**config.mk**
```make
export PLATFORM = sky130hd
export DESIGN_NAME = pid_dispatcher_flat
export DESIGN_NICKNAME = d
export VERILOG_FILES = /design/src/rtl/pid_dispatcher_pkg.sv /design/src/rtl/pid_dispatcher_if.sv /design/src/rtl/pid_dispatcher.sv /design/src/flat_wrapper.sv
export SDC_FILE = /design/constraint.sdc
export NUM_CORES = 1
export LEC_CHECK = 0
export CAP_MARGIN = 20
export CORE_ASPECT_RATIO = 2
export CORE_MARGIN = 2
export CORE_UTILIZATION = 52
export DETAILED_ROUTE_END_ITERATION = 6
export GPL_TIMING_DRIVEN = 0
export PLACE_DENSITY = 0.85
export SETUP_SLACK_MARGIN = 0.15
export SLEW_MARGIN = 20
export SYNTH_ARGS = -nofsm -noshare
export SYNTH_HDL_FRONTEND = slang
export SYNTH_SLANG_ARGS = --single-unit
```
**constraint.sdc**
```tcl
create_clock -name clk -period 2.3 [get_ports clk]
set_clock_uncertainty 0.1 [all_clocks]
set_input_delay 0.345 -clock clk [delete_from_list [all_inputs] [get_ports clk]]
set_output_delay 0.345 -clock clk [all_outputs]
set_load 0.005 [all_outputs]
```
**src/rtl/pid_dispatcher_pkg.sv**
```systemverilog
// Shared USB PID definitions: PID codes, dispatch classes and the byte classifier.
package usb_pid_pkg;

   localparam int unsigned PID_W  = 4;
   localparam int unsigned BYTE_W = 8;

   typedef enum logic [3:0] {
      PID_RSVD  = 4'h0,
      PID_OUT   = 4'h1,
      PID_ACK   = 4'h2,
      PID_DATA0 = 4'h3,
      PID_PING  = 4'h4,
      PID_SOF   = 4'h5,
      PID_NYET  = 4'h6,
      PID_DATA2 = 4'h7,
      PID_SPLIT = 4'h8,
      PID_IN    = 4'h9,
      PID_NAK   = 4'hA,
      PID_DATA1 = 4'hB,
      PID_PRE   = 4'hC,
      PID_SETUP = 4'hD,
      PID_STALL = 4'hE,
      PID_MDATA = 4'hF
   } pid_e;

   typedef enum logic [1:0] {
      CLS_TOK,
      CLS_DAT,
      CLS_HSK,
      CLS_BAD
   } pid_class_e;

   // Integrity check (upper nibble is the complement of the lower), then class by low bits.
   function automatic pid_class_e pid_classify(input logic [BYTE_W-1:0] b);
      pid_class_e cls;
      cls = CLS_BAD;
      if (b[7:4] == ~b[3:0]) begin
         case (b[1:0])
            2'b01:   cls = CLS_TOK;
            2'b11:   cls = CLS_DAT;
            2'b10:   cls = (b[3:0] == 4'(PID_NYET)) ? CLS_BAD : CLS_HSK;
            default: cls = CLS_BAD;
         endcase
      end
      return cls;
   endfunction

endpackage

```
**src/rtl/pid_dispatcher_if.sv**
```systemverilog
// FIFO read port and the three downstream valid/ready channels of the PID dispatcher.
interface pid_dispatcher_if #(
   parameter int unsigned ERR_W = 8
);
   import usb_pid_pkg::*;

   logic                fifo_empty;
   logic [BYTE_W-1:0]   fifo_r_data;
   logic                fifo_r_enable;
   logic                tok_valid;
   logic                tok_ready;
   logic                dat_valid;
   logic                dat_ready;
   logic                hsk_valid;
   logic                hsk_ready;
   logic [PID_W-1:0]    pid_out;
   logic                pid_err;
   logic [ERR_W-1:0]    err_count;
   logic                busy;

   modport master (
      input  fifo_empty, fifo_r_data, tok_ready, dat_ready, hsk_ready,
      output fifo_r_enable, tok_valid, dat_valid, hsk_valid, pid_out, pid_err, err_count, busy
   );

   modport slave (
      output fifo_empty, fifo_r_data, tok_ready, dat_ready, hsk_ready,
      input  fifo_r_enable, tok_valid, dat_valid, hsk_valid, pid_out, pid_err, err_count, busy
   );

endinterface

```
**src/rtl/pid_dispatcher.sv**
```systemverilog
// PID dispatcher: pops PID bytes from the receive FIFO, validates and classifies them,
// and hands the nibble to the token, data or handshake channel. Stalled channels time out.
// Optional DATA0/DATA1 sequence checking is enabled with PID_DISPATCH_TOGGLE_CHECK_EN.
module pid_dispatcher
   import usb_pid_pkg::*;
#(
   parameter int unsigned ERR_W   = 8,
   parameter int unsigned TIMEOUT = 255,
   parameter int unsigned TMO_W   = 8
) (
   input  logic             clk,
   input  logic             rst,
   pid_dispatcher_if.master bus
);

   localparam logic [1:0] IDLE  = 2'd0;
   localparam logic [1:0] CHECK = 2'd1;
   localparam logic [1:0] SEND  = 2'd2;

   logic [1:0]        state_q,   state_d;
   logic [BYTE_W-1:0] pid_q,     pid_d;
   logic [PID_W-1:0]  pid_out_q, pid_out_d;
   logic              tok_v_q,   tok_v_d;
   logic              dat_v_q,   dat_v_d;
   logic              hsk_v_q,   hsk_v_d;
   logic [TMO_W-1:0]  tmo_q,     tmo_d;
   logic [ERR_W-1:0]  err_q,     err_d;
   logic              perr_q,    perr_d;
   logic              busy_q,    busy_d;
`ifdef PID_DISPATCH_TOGGLE_CHECK_EN
   logic              tgl_q,     tgl_d;
`endif

   logic              fifo_re_c;
   logic              xfer_c;
   logic              drop_c;
   pid_class_e        cls_c;

   // State and output registers.
   always_ff @(posedge clk or posedge rst) begin
      if (rst) begin
         state_q   <= IDLE;
         pid_q     <= '0;
         pid_out_q <= '0;
         tok_v_q   <= 1'b0;
         dat_v_q   <= 1'b0;
         hsk_v_q   <= 1'b0;
         tmo_q     <= '0;
         err_q     <= '0;
         perr_q    <= 1'b0;
         busy_q    <= 1'b0;
`ifdef PID_DISPATCH_TOGGLE_CHECK_EN
         tgl_q     <= 1'b0;
`endif
      end else begin
         state_q   <= state_d;
         pid_q     <= pid_d;
         pid_out_q <= pid_out_d;
         tok_v_q   <= tok_v_d;
         dat_v_q   <= dat_v_d;
         hsk_v_q   <= hsk_v_d;
         tmo_q     <= tmo_d;
         err_q     <= err_d;
         perr_q    <= perr_d;
         busy_q    <= busy_d;
`ifdef PID_DISPATCH_TOGGLE_CHECK_EN
         tgl_q     <= tgl_d;
`endif
      end
   end

   // Next-state logic: pop, classify, dispatch, time out, count drops.
   always_comb begin
      state_d   = state_q;
      pid_d     = pid_q;
      pid_out_d = pid_out_q;
      tok_v_d   = tok_v_q;
      dat_v_d   = dat_v_q;
      hsk_v_d   = hsk_v_q;
      tmo_d     = tmo_q;
      err_d     = err_q;
      perr_d    = 1'b0;
`ifdef PID_DISPATCH_TOGGLE_CHECK_EN
      tgl_d     = tgl_q;
`endif
      fifo_re_c = 1'b0;
      drop_c    = 1'b0;
      cls_c     = pid_classify(pid_q);
      xfer_c    = (tok_v_q && bus.tok_ready) ||
                  (dat_v_q && bus.dat_ready) ||
                  (hsk_v_q && bus.hsk_ready);

`ifdef PID_DISPATCH_TOGGLE_CHECK_EN
      if (cls_c == CLS_DAT && pid_q[3] != tgl_q) begin
         cls_c = CLS_BAD;
      end
`endif

      case (state_q)
         IDLE: begin
            // Pop is blocked during reset so the FIFO is left untouched.
            if (!bus.fifo_empty && !rst) begin
               fifo_re_c = 1'b1;
               pid_d     = bus.fifo_r_data;
               state_d   = CHECK;
            end
         end
         CHECK: begin
            tmo_d = '0;
            case (cls_c)
               CLS_TOK: tok_v_d = 1'b1;
               CLS_DAT: dat_v_d = 1'b1;
               CLS_HSK: hsk_v_d = 1'b1;
               default: drop_c  = 1'b1;
            endcase
            if (drop_c) begin
               state_d = IDLE;
            end else begin
               pid_out_d = pid_q[PID_W-1:0];
               state_d   = SEND;
            end
         end
         SEND: begin
            if (xfer_c) begin
`ifdef PID_DISPATCH_TOGGLE_CHECK_EN
               if (dat_v_q) begin
                  tgl_d = ~tgl_q;
               end else if (tok_v_q && pid_out_q == 4'(PID_SETUP)) begin
                  tgl_d = 1'b0;
               end
`endif
               tok_v_d = 1'b0;
               dat_v_d = 1'b0;
               hsk_v_d = 1'b0;
               state_d = IDLE;
            end else if (tmo_q == TMO_W'(TIMEOUT - 1)) begin
               tok_v_d = 1'b0;
               dat_v_d = 1'b0;
               hsk_v_d = 1'b0;
               drop_c  = 1'b1;
               state_d = IDLE;
            end else begin
               tmo_d = tmo_q + TMO_W'(1);
            end
         end
         default: begin
            tok_v_d = 1'b0;
            dat_v_d = 1'b0;
            hsk_v_d = 1'b0;
            state_d = IDLE;
         end
      endcase

      // Every dropped PID pulses pid_err; the counter saturates at all-ones.
      if (drop_c) begin
         perr_d = 1'b1;
         if (err_q != '1) begin
            err_d = err_q + ERR_W'(1);
         end
      end

      busy_d = (state_d != IDLE);
   end

   assign bus.fifo_r_enable = fifo_re_c;
   assign bus.tok_valid     = tok_v_q;
   assign bus.dat_valid     = dat_v_q;
   assign bus.hsk_valid     = hsk_v_q;
   assign bus.pid_out       = pid_out_q;
   assign bus.pid_err       = perr_q;
   assign bus.err_count     = err_q;
   assign bus.busy          = busy_q;

endmodule
```
**src/flat_wrapper.sv**
```systemverilog
// flat-port wrapper written by rule: the top's interface ports become plain ports
module pid_dispatcher_flat import usb_pid_pkg::*;
#(
   parameter int unsigned ERR_W   = 8,
   parameter int unsigned TIMEOUT = 255,
   parameter int unsigned TMO_W   = 8
)
  (clk, rst, bus_fifo_empty, bus_fifo_r_data, bus_tok_ready, bus_dat_ready, bus_hsk_ready, bus_fifo_r_enable, bus_tok_valid, bus_dat_valid, bus_hsk_valid, bus_pid_out, bus_pid_err, bus_err_count, bus_busy);
  pid_dispatcher_if #(.ERR_W(ERR_W)) bus_i ();
  input  logic clk;
  input  logic rst;
  input wire logic [$bits(bus_i.fifo_empty)-1:0] bus_fifo_empty;
  input wire logic [$bits(bus_i.fifo_r_data)-1:0] bus_fifo_r_data;
  input wire logic [$bits(bus_i.tok_ready)-1:0] bus_tok_ready;
  input wire logic [$bits(bus_i.dat_ready)-1:0] bus_dat_ready;
  input wire logic [$bits(bus_i.hsk_ready)-1:0] bus_hsk_ready;
  output wire logic [$bits(bus_i.fifo_r_enable)-1:0] bus_fifo_r_enable;
  output wire logic [$bits(bus_i.tok_valid)-1:0] bus_tok_valid;
  output wire logic [$bits(bus_i.dat_valid)-1:0] bus_dat_valid;
  output wire logic [$bits(bus_i.hsk_valid)-1:0] bus_hsk_valid;
  output wire logic [$bits(bus_i.pid_out)-1:0] bus_pid_out;
  output wire logic [$bits(bus_i.pid_err)-1:0] bus_pid_err;
  output wire logic [$bits(bus_i.err_count)-1:0] bus_err_count;
  output wire logic [$bits(bus_i.busy)-1:0] bus_busy;
  assign bus_i.fifo_empty = bus_fifo_empty;
  assign bus_i.fifo_r_data = bus_fifo_r_data;
  assign bus_i.tok_ready = bus_tok_ready;
  assign bus_i.dat_ready = bus_dat_ready;
  assign bus_i.hsk_ready = bus_hsk_ready;
  assign bus_fifo_r_enable = bus_i.fifo_r_enable;
  assign bus_tok_valid = bus_i.tok_valid;
  assign bus_dat_valid = bus_i.dat_valid;
  assign bus_hsk_valid = bus_i.hsk_valid;
  assign bus_pid_out = bus_i.pid_out;
  assign bus_pid_err = bus_i.pid_err;
  assign bus_err_count = bus_i.err_count;
  assign bus_busy = bus_i.busy;
  pid_dispatcher #(.ERR_W(ERR_W), .TIMEOUT(TIMEOUT), .TMO_W(TMO_W)) u_core (.clk(clk), .rst(rst), .bus(bus_i));
endmodule
```
==> results.yml, run 1 <==
floorplanning:
  start_util_pct: 53.2
  rows: 30
  dieHeight_um: 86.7
  die_area_um2: 3930
  core_um2: 3340
  die_w_um: 45.3
  io_pins: 32
setup_path:
  worstPathArrival_ns: 2.18
  worst-path-max-fanout: 10
  endpoint_kind: "flop"
  start_kind: "flop"
  rr_worst_depth: 9
  crit_type: "flop to flop"
  cp.required_ns: 2.42
clock_tree:
  cts.sinks: 35
  cts-root-buf: "clkbuf_8"
  cts_buffers: 5
  worstSkewPairLatency_ns: 0.29
  cts.htree.levels: 2
  cts_tree: "yes"
  holdBufCountCts: 0
  cts.path.max_buffers: 2
  clkTransAtPathRegs_ns: 0.07
finish:
  finalInstanceArea_um2: 2310
  fin_cells: 247
  fin_nets: 236
  area_growth_syn_to_layout_pct: 30.1
  antennaDiodeCount: 0
  drive_above_1_share_pct: 17.7
min_path:
  whs_path_depth: 1
  hold_path_class: "flop to flop"
sta:
  timing.final.ws_setup_ns: 0.239
  hold_viol: 0
  rsz0062_at_grt: "true"
  max_freq_ghz: 0.485
  slew_headroom_pct: 51.2
  finalSetupViolCount: 0
  slew_violations: 0
  min_period_over_period_pct: 89.6
  min_period_ns: 2.06
  tightestPinTransition_ns: 0.730
power:
  peakVddDrop_v: 0.000486
  p_per_area_nw_per_um2: 475
  p_total_mw: 1.10
  leakagePower_nw: 1.16
global_routing:
  antenna_found_initial: 0
  gr-total-overflow: 0
  grt_first_pass_wirelength_um: 6830
  gr-usage-all-layers_pct: 23.8
  grt_pass1_vias: 1602
  grt_max_degree: 36
detailed_routing:
  vias_per_cell: 6.03
  firstDrtPassIters: 4
  finalWirelength_um: 4240
  wl_per_cell_um: 17.2
  dr_total_vias: 1490
  first_iter_violations: 42
  drcViolationCount: 0
  ant_nets: 0
placed_design:
  gp_congestion: 0.835
  placed_area_um2: 2130
  pre_cts_ws_ns: -0.329
  dp_cells: 233
  hpwl_um: 3030
  port_buffers: 31
synth:
  synthTopCellsByArea: "dfrtp_1 49%, mux2_2 6.3%, ha_1 4.9%"
  synth_edf_count: 0
  ys_seq_elements: 35
  post_synth.cell_area_avg_um2: 10.5
  yosysUniqueCellTypes: 38
  netlist_area_um2: 1780
  synth.top_cell.area_share_pct: 49.3
  async_flop_share_pct: 100
  ys_seq_area_share_pct: 49.3
  synth_nets: 191
  syn_inst: 170
  yosys_warnings: 0
  ys.flop_type: "dfrtp_1"
  yosysTopAreaCell: "dfrtp_1"
status:
  status: "finished clean"
job:
  max-cap-violations: 0
## final timing paths
path,startpoint,to,slack (ns)
max,u_core.state_q[0],u_core.bus.err_count[6],0.24
min,u_core.bus.err_count[7],u_core.bus.err_count[7],0.38
max reg2reg,u_core.state_q[0],u_core.bus.err_count[6],0.24
min reg2reg,u_core.bus.err_count[7],u_core.bus.err_count[7],0.38
max in group asynchronous,rst,u_core.state_q[0],1.12
min in group asynchronous,rst,u_core.bus.pid_out[1],0.50
## critical path, stage by stage, from the launching register on
cell	delay, ns
dfrtp_1	0.42
inv_2	0.10
ha_1	0.18
buf_4	0.17
and4_1	0.19
and3_1	0.21
nor3_4	0.06
buf_4	0.17
nor3_1	0.23
xor2_1	0.16
## where the power goes
part / internal, mW / switching [mW] / total (mW)
Combinational: 0.0195 / 0.0163 / 0.0358
Sequential: 0.615 / 0 / 0.615
Clock: 0.235 / 0.213 / 0.447
## sequential cells by signal, summed over array words and instances, names as in the netlist
name,flops
u_core.bus.hsk_valid,1
u_core.bus.dat_valid,1
u_core.bus.err_count,8
u_core.state_q,2
u_core.bus.pid_out,4
u_core.bus.tok_valid,1
u_core.bus.busy,1
u_core.tmo_q,8
u_core.bus.pid_err,1
u_core.pid_q,8
## metal layers
layer	vias up	wire length [um]	global-route usage, %
met4	0	136	10.7
li1	697	-	-
met1	749	1450	22.7
met3	13	136	4.79
met5	-	0	0
met2	31	2520	44.9
## stage by stage
step	utilization, %	TNS [ns]	hold slack (ns)
final	69.3	0	0.385
after global routing	69.3	0	0.422
after CTS	68.2	0	0.404
after detailed placement	63.7	-3.03	0.395
after global placement	63.7	-1.27	0.376
after floorplan	-	0	0.362
## cell usage in the layout (no fill, tap or decap), types with 2 or more instances in the layout
cell type        instances
clkdlybuf4s50_1         30
nor2_1                   9
a21o_1                   6
and4_1                   2
nand3_1                 10
nand2_1                 17
nor4_1                   4
inv_2                    3
ha_1                     6
nor3_1                   5
mux2_2                  10
o21ai_0                  9
o31ai_1                  2
inv_1                    4
buf_4                    8
nand4_1                  4
and3_1                   3
a21oi_1                  4
clkbuf_8                 7
dfrtp_1                 35
a31oi_1                  2
xor2_1                  10
o211ai_1                 2
and2_1                   2
## timing repair
item                                   CTS  global route
gates resized for setup                  9             4
gates cloned                             0             0
pin swaps                                2             0
setup endpoints to repair                8             6
endpoints found under the hold margin    0             0
setup buffers                            4             3
## cell families (layout without fill, tap and decap cells)
family,Yosys count,after routing,synth area share (%)
AND/OR/NAND/NOR,64,64,18.8
adder cells (fa/ha/maj),7,7,4.93
XOR/XNOR,10,10,4.93
flip-flops,35,35,49.3
AO/OA/AOI/OAI,33,33,12.4
multiplexers,11,11,7.18
buffers and inverters,10,55,2.53
## synth_stat cells (all sizes together), types with 2 or more instances
cell type and n:
and4 2, o31ai 2, and2 2, inv 7
nand3 10, nand4 4, a21oi 5, o211ai 2
nand2 17, o21ai 9, a31oi 2, a21o 6
and3 3, dfrtp 35, clkbuf 2, ha 7
nor2 10, nor4 4, mux2 11, xor2 10
nor3 7
## cell type report
class                   count  area, um^2
inverters                   7        26.3
multi-input cells         125         890
flip-flops and latches     35         876
fillers                   255        1030
well taps                  32        40.0
clock inverters             1        5.00
plain buffers               3        28.8
repair buffers             38         365
clock buffers               6        82.6
Power figures use the tool's default switching activity.
==> run 2: changes to the inputs <==
Settings changed: CORE_ASPECT_RATIO 2 to 0.5.
==> run 2 against run 1 <==
Die area is essentially flat; register-to-register slack is essentially flat; combinational power is essentially flat; sequential share of layout area is essentially flat; fmax shrank 0.11%; power shrank 1.6%; setup slack lost 0.0023 ns; first-iteration DRC count grew 100%; largest cell class unchanged; highest routed layer unchanged.
==> results.yml, run 2 (same netlist as run 1, synthesis figures left out) <==
status:
  status: "finished clean"
detailed_routing:
  dr_total_vias: 1456
  first_iter_violations: 86
  finalWirelength_um: 4060
  ant_nets: 0
  drcViolationCount: 0
  vias_per_cell: 5.71
  firstDrtPassIters: 4
  wl_per_cell_um: 15.9
finish:
  fin_cells: 255
  antennaDiodeCount: 0
  area_growth_syn_to_layout_pct: 30.2
  fin_nets: 235
  layout_common_cells: "35 x dfrtp_1, 30 x clkdlybuf4s50_1, 17 x nand2_1"
  postLayoutCoreUtil_pct: 73.8
  drive_above_1_share_pct: 17.2
  final_common_cell: "dfrtp_1"
power:
  leakagePower_nw: 1.13
  peakVddDrop_v: 0.000291
  p_per_area_nw_per_um2: 467
setup_path:
  worst-path-max-fanout: 10
  cp_slowest_cell: "dfrtp_1"
  endpoint_kind: "flop"
  cp_cell_sequence: "inv_2, ha_1, buf_6, and4_1, and3_4, nor3_4, buf_4, nor2_4, mux2_4"
  worstPathArrival_ns: 2.13
  r2r_setup_slack_ns: 0.24
  start_kind: "flop"
  crit_type: "flop to flop"
  cp.required_ns: 2.37
  max_stage_delay_ns: 0.41
global_routing:
  grt_util_met1_pct: 29.1
  grt-busiest-layer: "met2"
  grt_first_pass_wirelength_um: 6390
  gr-usage-all-layers_pct: 22.0
  use_met2_pct: 36.8
  grt_pass1_vias: 1333
  met3_usage_pct: 5.67
  antenna_found_initial: 0
  gr-total-overflow: 0
  grt_max_degree: 36
floorplanning:
  die_w_um: 86.7
  io_pins: 32
  dieHeight_um: 45.3
  core_um2: 3140
  die_area_um2: 3930
  start_util_pct: 56.7
  rows: 14
clock_tree:
  cts.sinks: 35
  worstSkewPairLatency_ns: 0.28
  holdBufCountCts: 0
  cts.path.max_buffers: 2
  clkTransAtPathRegs_ns: 0.07
  cts_tree: "yes"
  cts_buffers: 5
  cts.htree.levels: 2
  cts-root-buf: "clkbuf_8"
sta:
  max_freq_ghz: 0.485
  slew_violations: 0
  slew_headroom_pct: 52.2
  fin_hold_ws_ns: 0.399
  min_period_ns: 2.06
  finalSetupViolCount: 0
  tightestPinTransition_ns: 0.716
  rsz0062_at_grt: "false"
  timing.final.ws_setup_ns: 0.237
  hold_viol: 0
  min_period_over_period_pct: 89.7
placed_design:
  gp_congestion: 0.798
  pre_cts_ws_ns: -0.307
  port_buffers: 31
  dp_cells: 241
  hpwl_um: 2670
job:
  max-cap-violations: 0
min_path:
  hold_path_class: "flop to flop"
## run 2: final timing paths
check	depth (start not counted)	to	start
hold / removal	1	u_core.bus.err_count[7]	u_core.bus.err_count[7]
max in group asynchronous	2	u_core.tmo_q[7]	rst
min in group asynchronous	2	u_core.tmo_q[1]	rst
setup reg to reg	9	u_core.bus.err_count[1]	u_core.state_q[0]
setup / recovery	9	u_core.bus.err_count[1]	u_core.state_q[0]
hold reg to reg	1	u_core.bus.err_count[7]	u_core.bus.err_count[7]
## run 2: where the power goes
group          switching [mW]  leakage [nW]  internal, mW
Clock                   0.217        0.0422         0.212
Sequential                  0         0.459         0.615
Combinational          0.0162         0.632        0.0195
Total                   0.233          1.13         0.847
## run 2: repair_timing
item / 4_1_cts / 5_1_grt
pin swaps: 2 / 0
endpoints found under the hold margin: 0 / 0
gates resized for setup: 9 / 5
setup buffers: 4 / 2
endpoints found under the setup margin: 9 / 6
## run 2: stage by stage
step / TNS, ns / total power [mW] / cell area [um^2]
final: 0 / 1.08 / 2310
after global routing: 0 / 1.11 / 2310
after CTS: 0 / 1.09 / 2280
after detailed placement: -2.71 / 0.662 / 2140
after global placement: -1.94 / 0.661 / 2140
after floorplan: 0 / 0.636 / 1780
## run 2: layout make-up
type | instances | area, um^2
Inverter | 7 | 26.3
Clock buffer | 7 | 76.3
Multi-Input combinational cell | 125 | 901
Buffer | 3 | 26.3
Clock inverter | 1 | 5.00
Fill cell | 214 | 821
Tap cell | 40 | 50.0
Sequential cell | 35 | 876
Timing Repair Buffer | 37 | 354
## run 2: layer usage
metal  up-vias  part of all wire, %
li1        702                    -
met1       703                   45
met2        47                   49
met3         4                  5.3
met4         0                 0.84
met5         -                    0
## run 2: worst max-delay path: cells and delay by family (launching register included)
| kind | cells | cell delay, ns |
|---|---|---|
| adder cells (fa/ha/maj) | 1 | 0.16 |
| multiplexers | 1 | 0.30 |
| buffers and inverters | 3 | 0.41 |
| flip-flops | 1 | 0.41 |
| AND/OR/NAND/NOR | 4 | 0.55 |
